$ cat src/rtl/byte_mem_pkg.sv
// -----------------------------------------------------------------------------
// byte_mem_pkg
// Shared types and constants for the byte-wide memory responder.
//   state_e      : responder FSM states (IDLE, WAIT, RESP)
//   WAIT_CNT_W   : width of the wait-state counter
//   DATA_W       : data byte width
//   RAM_W        : stored word width (DATA_W, plus one parity bit when
//                  MEM_PARITY_EN is defined)
//   even_parity  : parity bit that makes the stored word's popcount even
// Optional feature macro: MEM_PARITY_EN
// -----------------------------------------------------------------------------
package byte_mem_pkg;

   localparam int WAIT_CNT_W = 4;
   localparam int DATA_W     = 8;

`ifdef MEM_PARITY_EN
   localparam int RAM_W = DATA_W + 1;
`else
   localparam int RAM_W = DATA_W;
`endif

   typedef enum logic [1:0] {
      IDLE = 2'd0,
      WAIT = 2'd1,
      RESP = 2'd2
   } state_e;

   function automatic logic even_parity(input logic [DATA_W-1:0] d);
      return ^d;
   endfunction

endpackage

$ cat src/rtl/byte_ram.sv
// -----------------------------------------------------------------------------
// byte_ram
// Single-port storage array: synchronous write, registered read.
// The read register only updates on a read access, so it holds the last
// read word between accesses. Array contents are not reset.
// Ports:
//   clk, rst_n : clock, async active-low reset (read register only)
//   en, we     : access enable, write select (en && !we is a read)
//   addr       : word address
//   wdata      : word to store (RAM_W bits)
//   rdata      : registered read word (RAM_W bits)
// Word width follows MEM_PARITY_EN through byte_mem_pkg::RAM_W.
// -----------------------------------------------------------------------------
module byte_ram
   import byte_mem_pkg::*;
#(
   parameter int ADDR_WIDTH = 8
) (
   input  logic                  clk,
   input  logic                  rst_n,
   input  logic                  en,
   input  logic                  we,
   input  logic [ADDR_WIDTH-1:0] addr,
   input  logic [RAM_W-1:0]      wdata,
   output logic [RAM_W-1:0]      rdata
);

   logic [RAM_W-1:0] mem_q [2**ADDR_WIDTH];
   logic [RAM_W-1:0] rdata_q;
   logic [RAM_W-1:0] rdata_d;

   // Read register next value: capture the addressed word only on a read.
   always_comb begin
      rdata_d = rdata_q;
      if (en && !we) begin
         rdata_d = mem_q[addr];
      end else begin
         rdata_d = rdata_q;
      end
   end

   // Storage write port; contents deliberately have no reset.
   always_ff @(posedge clk) begin
      if (en && we) begin
         mem_q[addr] <= wdata;
      end
   end

   // Read register.
   always_ff @(posedge clk or negedge rst_n) begin
      if (!rst_n) begin
         rdata_q <= '0;
      end else begin
         rdata_q <= rdata_d;
      end
   end

   assign rdata = rdata_q;

endmodule

$ cat src/rtl/byte_mem_responder.sv
// -----------------------------------------------------------------------------
// byte_mem_responder
// Byte-wide memory responder for the multicycle CPU. Accepts one read or
// write request when idle, inserts WAIT_CYCLES wait states, performs the
// array access and reports completion with one-cycle strobes.
// Parameters:
//   ADDR_WIDTH  : address width, array depth 2**ADDR_WIDTH bytes
//   WAIT_CYCLES : wait states between acceptance and response (0..15)
// Ports:
//   ph1        in  clock, rising edge
//   reset_n    in  async active-low reset
//   mem_read   in  read request (level)
//   mem_write  in  write request (level)
//   addr       in  byte address, sampled with the request
//   wdata      in  store byte, sampled with the request
//   rdata      out read byte, held until the next read response
//   rvalid     out one-cycle pulse, rdata valid
//   wack       out one-cycle pulse, write committed
//   busy       out request in flight (acceptance through response cycle)
//   req_err    out one-cycle pulse, request rejected
//   parity_err out one-cycle pulse with rvalid on stored parity mismatch
// Optional feature macro: MEM_PARITY_EN (9-bit array with even parity);
// without it parity_err is tied low.
// -----------------------------------------------------------------------------
module byte_mem_responder
   import byte_mem_pkg::*;
#(
   parameter int ADDR_WIDTH  = 8,
   parameter int WAIT_CYCLES = 0
) (
   input  logic                  ph1,
   input  logic                  reset_n,
   input  logic                  mem_read,
   input  logic                  mem_write,
   input  logic [ADDR_WIDTH-1:0] addr,
   input  logic [DATA_W-1:0]     wdata,
   output logic [DATA_W-1:0]     rdata,
   output logic                  rvalid,
   output logic                  wack,
   output logic                  busy,
   output logic                  req_err,
   output logic                  parity_err
);

   localparam logic [WAIT_CNT_W-1:0] WAIT_LOAD =
      (WAIT_CYCLES > 0) ? WAIT_CNT_W'(WAIT_CYCLES - 1) : '0;

   state_e                 state_q,   state_d;
   logic [WAIT_CNT_W-1:0]  cnt_q,     cnt_d;
   logic [ADDR_WIDTH-1:0]  addr_q,    addr_d;
   logic [DATA_W-1:0]      wdata_q,   wdata_d;
   logic                   dir_rd_q,  dir_rd_d;
   logic                   busy_q,    busy_d;
   logic                   rvalid_q,  rvalid_d;
   logic                   wack_q,    wack_d;
   logic                   req_err_q, req_err_d;

   logic                   req_any_s;
   logic                   req_one_s;
   logic                   ram_en_s;
   logic                   ram_we_s;
   logic [RAM_W-1:0]       ram_wdata_s;
   logic [RAM_W-1:0]       ram_rdata_s;

   assign req_any_s = mem_read | mem_write;
   assign req_one_s = mem_read ^ mem_write;

   // Next-state, datapath latches and strobes.
   always_comb begin
      state_d   = state_q;
      cnt_d     = cnt_q;
      addr_d    = addr_q;
      wdata_d   = wdata_q;
      dir_rd_d  = dir_rd_q;
      rvalid_d  = 1'b0;
      wack_d    = 1'b0;
      req_err_d = 1'b0;
      ram_en_s  = 1'b0;
      ram_we_s  = 1'b0;

      case (state_q)
         IDLE: begin
            // busy_q still high here means this is the response cycle;
            // holding off acceptance guarantees a busy-low gap between accepts.
            if (req_any_s && (busy_q || !req_one_s)) begin
               req_err_d = 1'b1;
            end else if (req_one_s) begin
               addr_d   = addr;
               wdata_d  = wdata;
               dir_rd_d = mem_read;
               cnt_d    = WAIT_LOAD;
               state_d  = (WAIT_CYCLES > 0) ? WAIT : RESP;
            end else begin
               state_d = IDLE;
            end
         end
         WAIT: begin
            req_err_d = req_any_s;
            if (cnt_q == {WAIT_CNT_W{1'b0}}) begin
               state_d = RESP;
            end else begin
               cnt_d = cnt_q - {{(WAIT_CNT_W-1){1'b0}}, 1'b1};
            end
         end
         RESP: begin
            req_err_d = req_any_s;
            ram_en_s  = 1'b1;
            ram_we_s  = ~dir_rd_q;
            rvalid_d  = dir_rd_q;
            wack_d    = ~dir_rd_q;
            state_d   = IDLE;
         end
         default: begin
            state_d = IDLE;
         end
      endcase

      // Busy covers acceptance through the cycle the strobe is visible.
      busy_d = (state_d != IDLE) || (state_q == RESP);
   end

   // Control and request-latch registers.
   always_ff @(posedge ph1 or negedge reset_n) begin
      if (!reset_n) begin
         state_q   <= IDLE;
         cnt_q     <= '0;
         addr_q    <= '0;
         wdata_q   <= '0;
         dir_rd_q  <= 1'b0;
         busy_q    <= 1'b0;
         rvalid_q  <= 1'b0;
         wack_q    <= 1'b0;
         req_err_q <= 1'b0;
      end else begin
         state_q   <= state_d;
         cnt_q     <= cnt_d;
         addr_q    <= addr_d;
         wdata_q   <= wdata_d;
         dir_rd_q  <= dir_rd_d;
         busy_q    <= busy_d;
         rvalid_q  <= rvalid_d;
         wack_q    <= wack_d;
         req_err_q <= req_err_d;
      end
   end

`ifdef MEM_PARITY_EN
   assign ram_wdata_s = {even_parity(wdata_q), wdata_q};
   // Mismatch is judged on the registered read word, so it lines up with rvalid.
   assign parity_err  = rvalid_q &&
                        (even_parity(ram_rdata_s[DATA_W-1:0]) != ram_rdata_s[DATA_W]);
`else
   assign ram_wdata_s = wdata_q;
   assign parity_err  = 1'b0;
`endif

   byte_ram #(
      .ADDR_WIDTH (ADDR_WIDTH)
   ) u_ram (
      .clk   (ph1),
      .rst_n (reset_n),
      .en    (ram_en_s),
      .we    (ram_we_s),
      .addr  (addr_q),
      .wdata (ram_wdata_s),
      .rdata (ram_rdata_s)
   );

   assign rdata   = ram_rdata_s[DATA_W-1:0];
   assign rvalid  = rvalid_q;
   assign wack    = wack_q;
   assign busy    = busy_q;
   assign req_err = req_err_q;

endmodule

$ cat config.mk
export PLATFORM = sky130hd
export DESIGN_NAME = byte_mem_responder
export DESIGN_NICKNAME = d
export VERILOG_FILES = /design/src/rtl/byte_mem_pkg.sv /design/src/rtl/byte_ram.sv /design/src/rtl/byte_mem_responder.sv
export SDC_FILE = /design/constraint.sdc
export NUM_CORES = 2
export LEC_CHECK = 0
export CORE_MARGIN = 4
export CORE_UTILIZATION = 35
export CTS_CLUSTER_SIZE = 12
export DETAILED_ROUTE_END_ITERATION = 6
export PLACE_DENSITY = 0.5
export SYNTH_ARGS = -nofsm -noshare
export SYNTH_HDL_FRONTEND = slang
export SYNTH_SLANG_ARGS = --single-unit
$ cat constraint.sdc
create_clock -name ph1 -period 12.67 [get_ports ph1]
set_input_delay 3.1675 -clock ph1 [delete_from_list [all_inputs] [get_ports ph1]]
set_output_delay 3.1675 -clock ph1 [all_outputs]
set_load 0.03 [all_outputs]
# == Yosys cells after proc, flatten, opt, wreduce, memory -nomap -nowiden ==
# Memory sizes are Yosys's and may differ from the RTL's. A register that Yosys moved wholly into a read port is not among the register bits.
# Index checks and enable logic that the tools add are counted.
# Widths: inputs -> output; s select.
# classes
n_addsub,1
mul,0
div,0
magnitude_cmp,0
eq_ne,5
shift,0
muxes,15
bitwise_logic,4
n_reduce_logical,15
# ops
operator,n
$mux 4,3
$pmux 4 s2,1
$mux 1,6
$mux 2,3
$ne 2x2->1 const B,3
$logic_not 4->1,1
$pmux 2 s2,1
$reduce_and 4->1,1
$reduce_bool 2->1,2
$sub 4x1->4 const B,1
$logic_and 1x1->1,3
$logic_not 1->1,3
$reduce_and 3->1,1
$eq 2x1->1 const B,1
$eq 2x2->1 const B,1
$logic_not 2->1,1
$logic_or 1x1->1,2
$not 1->1,2
$pmux 1 s2,1
$reduce_or 2->1,1
$or 1x1->1,1
$xor 1x1->1,1
# word_totals
ff_bits,27
latchBits,0
ramBits,2048
romBits,0
in_bits,20
elab_cells,50
memories,1
# mem_list
name,depth,width,rd,rd_clocked_by_memory_dff,wr,line_no,source
u_ram.mem_q,256,8,1,1,1,byte_ram.sv:28,logic [RAM_W-1:0] mem_q [2**ADDR_WIDTH];

# == Logic depth before layout (Yosys ltp) ==
# logic_depth
ltp_word,8
depth_mapped,13
depth_no_buf,9

# == Cells and area by module ==
# A second synthesis with hierarchy kept.
# hier_totals
cells_unflattened,3865
hier_area_um2,81150.3
# modules_own_cells
mod,n_inst,cells_each,area_each_um2,seq_area_each_um2
byte_ram,1,3761,79870.4,61699.2
byte_mem_responder,1,104,1280.0,675.6

# == Least setup slack after synthesis ==
# OpenSTA, ideal clock, no wires.
# synth_path
kind,input to register
start,input mem_read
end,register wdata_q[6] (netlist: ram_wdata_s[6])
t_arrival_ns,4.565
required_ns,12.527
slack_ns,7.962
cell_stages,7
path_buffers,1
cell_sequence,inv_1 ha_1 inv_1 a21oi_1 nand2_1 clkbuf_1 mux2_2
# synth_via
elab_chain_cells,6
# synth_rtl
element,line_no,source
"start, declared",byte_mem_responder.sv:33,"input logic mem_read,"
$xor 1x1->1,byte_mem_responder.sv:66,assign req_one_s = mem_read ^ mem_write;
$logic_not 1->1,byte_mem_responder.sv:85,if (req_any_s && (busy_q || !req_one_s)) begin
$logic_or 1x1->1,byte_mem_responder.sv:85,
$logic_and 1x1->1,byte_mem_responder.sv:85,
$not 1->1 (no line),n/a,
$reduce_and 3->1 (no line) (*),n/a,
"end signal, assigned",byte_mem_responder.sv:138,wdata_q <= wdata_d;
"end, declared",byte_mem_responder.sv:51,"logic [DATA_W-1:0] wdata_q, wdata_d;"
# Every way passes the cells marked *; elsewhere a longest branch is shown, timed or not.
# A chain may end at the register's enable or synchronous reset.

==> qor.txt <==
Status = completed
DRT Pass-1 Iters = 7
Fin Setup TNS = 0 ns
Final setup vio count = 0
Synthesis-to-layout area growth = 13.2%
Hold Buf Count CTS = 0
Net count, final = 3914
Io pins = 33
Yosys top cell by area = edfxtp_1
Type of the worst setup path = reg2reg
Yosys warning count = 0
Clk slew on worst S/H paths = 0.06 ns
Placed Cells = 6692
DR WL/cell = 32.0 um
Filler cells = 20327
Yosys cell types = 62
Post-Syn Instances = 3743
Final cell count without fillers = 7103
CTS Buf Count = 219
Peak supply drop = 235 uV
Max Cap Viol = 0
Max-slew headroom = 15.8%
RSZ-0062 raised after global routing = no
FP Rows = 176
Layout cells sized above 1 = 24.5%
Register area = 0.0624 mm^2
P_leak = 28.1 nW
Post-synth top area share = 75.9%
Root Buffer Master = clkbuf_16
Global-route wire length before repair = 320000 um
Initial core utilization = 35.2%
Final WS setup = 6.80 ns
Clock latency at the later pin of the worst-skew pair = 0.85 ns
Floorplan core area = 0.230 mm^2
Critical Path Source Type = flip-flop
Most common library cells after synthesis = edfxtp_1 (2048), mux4_2 (532), nor2_1 (276)
Post-detail-place hpwl = 136000 um
Synth async-reset ratio = 1.68%
Fin crit period = 5.87 ns
Max FO, Critical Path = 48
Total gr overflow = 0
Seq/Total Area, Yosys = 77.0%
Vias in the first global route = 39968
Antenna violations before repair = 8
CTS sink count = 2083
Buffer levels on the longest clock path = 3
Overall Global Routing Usage = 18.8%
Pin count of the biggest net entering global routing = 193
Width of the die = 489 um
Power Total = 21.8 mW
Gpl congestion = 0.787
Worst path required time = 13.37 ns
Critical Path AT = 6.57 ns
CTS tree = done
Chip height = 489 um
DRC Markers = 0
# Post-CTS Setup Buffers = 0
# port buffers = 31
Final antenna-violating net count = 0
H-tree depth = 4
Avg Inst Size Synth = 21.6 um^2
Area of the multi-input gates = 0.0174 mm^2
Post-synth EDFFs = 2048
Max-slew violation count = 0
Post-place setup slack = 6.87 ns
Main synth FF type = edfxtp_1
Hold WC Path Type = reg2reg
Final Hold Fails = 0
Netlist Area Pre-Place = 0.0810 mm^2
Post-Route WL = 227000 um
Top-count cell post-synth = edfxtp_1
Drt via density = 5.54
Vias = 39358
Achievable Freq = 170 MHz
Post-Syn Nets = 3770
Endpoint class of the critical path = flip-flop
Flops & latches, synth = 2083
Synth area leaders = edfxtp_1 (76%), mux4_2 (15%), mux2i_1 (1.4%), nor2_1 (1.3%), dfrtp_1 (1.1%)
Initial DRC Count = 4614
Die Area = 0.239 mm^2
Final period util = 46.3%
Post-CTS resize count = 0
PwrDens = 238 mW/mm^2
Worst Clk Skew = 0.0462 ns
Slew @ Worst Pin = 1.26 ns
kinds of logic after synthesis:
family          share of synthesized area, %
fa+ha+maj                              0.108
simple gates                            2.64
other cells                          0.00463
mux                                     16.5
flops                                   77.0
compound gates                          2.18
buf+inv                                 1.62
state kept, by name (all words and copies together), names as in the netlist, 2 cells and up:
name and flops:
u_ram.mem_q 2048, addr_q 8, ram_wdata_s 8, u_ram.rdata 8, cnt_q 4, state_q 2
worst paths after layout:
kind                       depth (start not counted)                    endpoint  slack [ns]                   from
setup / recovery                                  10  u_ram.rdata[5]$_DFFE_PN0P_        6.80  addr_q[1]$_DFFE_PN0P_
hold / removal                                     2        dir_rd_q$_DFFE_PN0P_        0.55   dir_rd_q$_DFFE_PN0P_
setup reg to reg                                  10  u_ram.rdata[5]$_DFFE_PN0P_        6.80  addr_q[1]$_DFFE_PN0P_
hold reg to reg                                    2        dir_rd_q$_DFFE_PN0P_        0.55   dir_rd_q$_DFFE_PN0P_
max in group asynchronous                          1       addr_q[1]$_DFFE_PN0P_        9.22                reset_n
min in group asynchronous                          1        cnt_q[3]$_DFFE_PN0P_        2.54                reset_n
area by class of cell:
type                            count  share of cell area, %
Antenna cell                        9                 0.0245
Clock buffer                      300                   6.44
Clock inverter                    102                  0.937
Inverter                           14                 0.0627
Multi-Input combinational cell   1420                   19.0
Sequential cell                  2083                   68.0
Tap cell                         3026                   4.13
Timing Repair Buffer              149                   1.38
metal layers:
layer	vias up	wire (um)	part of all wire, %	track usage, %
li1	16013	-	-	-
met1	21597	99900	44	27.2
met2	1421	107000	47	29.6
met3	327	14300	6.3	3.34
met4	0	6030	2.7	5.14
met5	-	0	0	0
metrics by stage:
stage               hold slack [ns]  cell area (um^2)  utilization (%)
floorplan                     0.472             81000                -
global placement              0.548             85000             36.9
detailed placement            0.534             85000             36.9
CTS                           0.550             91700             39.9
global route                  0.576             91700             39.9
finish                        0.549             91700             39.9
power by group:
group	internal, mW	switching (mW)	total [mW]
Combinational	2.26	4.21	6.47
Clock	3.48	2.68	6.15
Sequential	8.72	0.490	9.21
Total	14.5	7.38	21.8
placed cells by master, fill, tap and decap left out, types with 13 or more instances in the layout:
cell type and n:
a31oi_1 15, nor2_1 273, edfxtp_1 2048, a22oi_1 67, nand2_1 85, clkbuf_1 72, clkdlybuf4s50_1 30, dfrtp_1 22
dfrtp_4 13, mux2_2 22, mux2i_1 112, clkinv_1 46, o21ai_0 33, nand4_1 13, nand3_1 36, a21oi_1 25
nor3_1 22, mux4_2 532, buf_4 111, clkbuf_16 222, clkinv_2 34, o22ai_1 15, a22o_1 13
worst max-delay path, cell delays in order (launching register included):
cell	delay [ns]
dfrtp_4	0.67
buf_4	0.72
buf_4	0.63
buf_4	0.68
mux4_2	0.43
mux4_2	0.52
nor2b_1	0.15
a31oi_1	0.68
nand4_1	0.48
nor2_1	0.54
a21oi_1	0.13
Note: power is estimated with default switching activity, not from simulation.
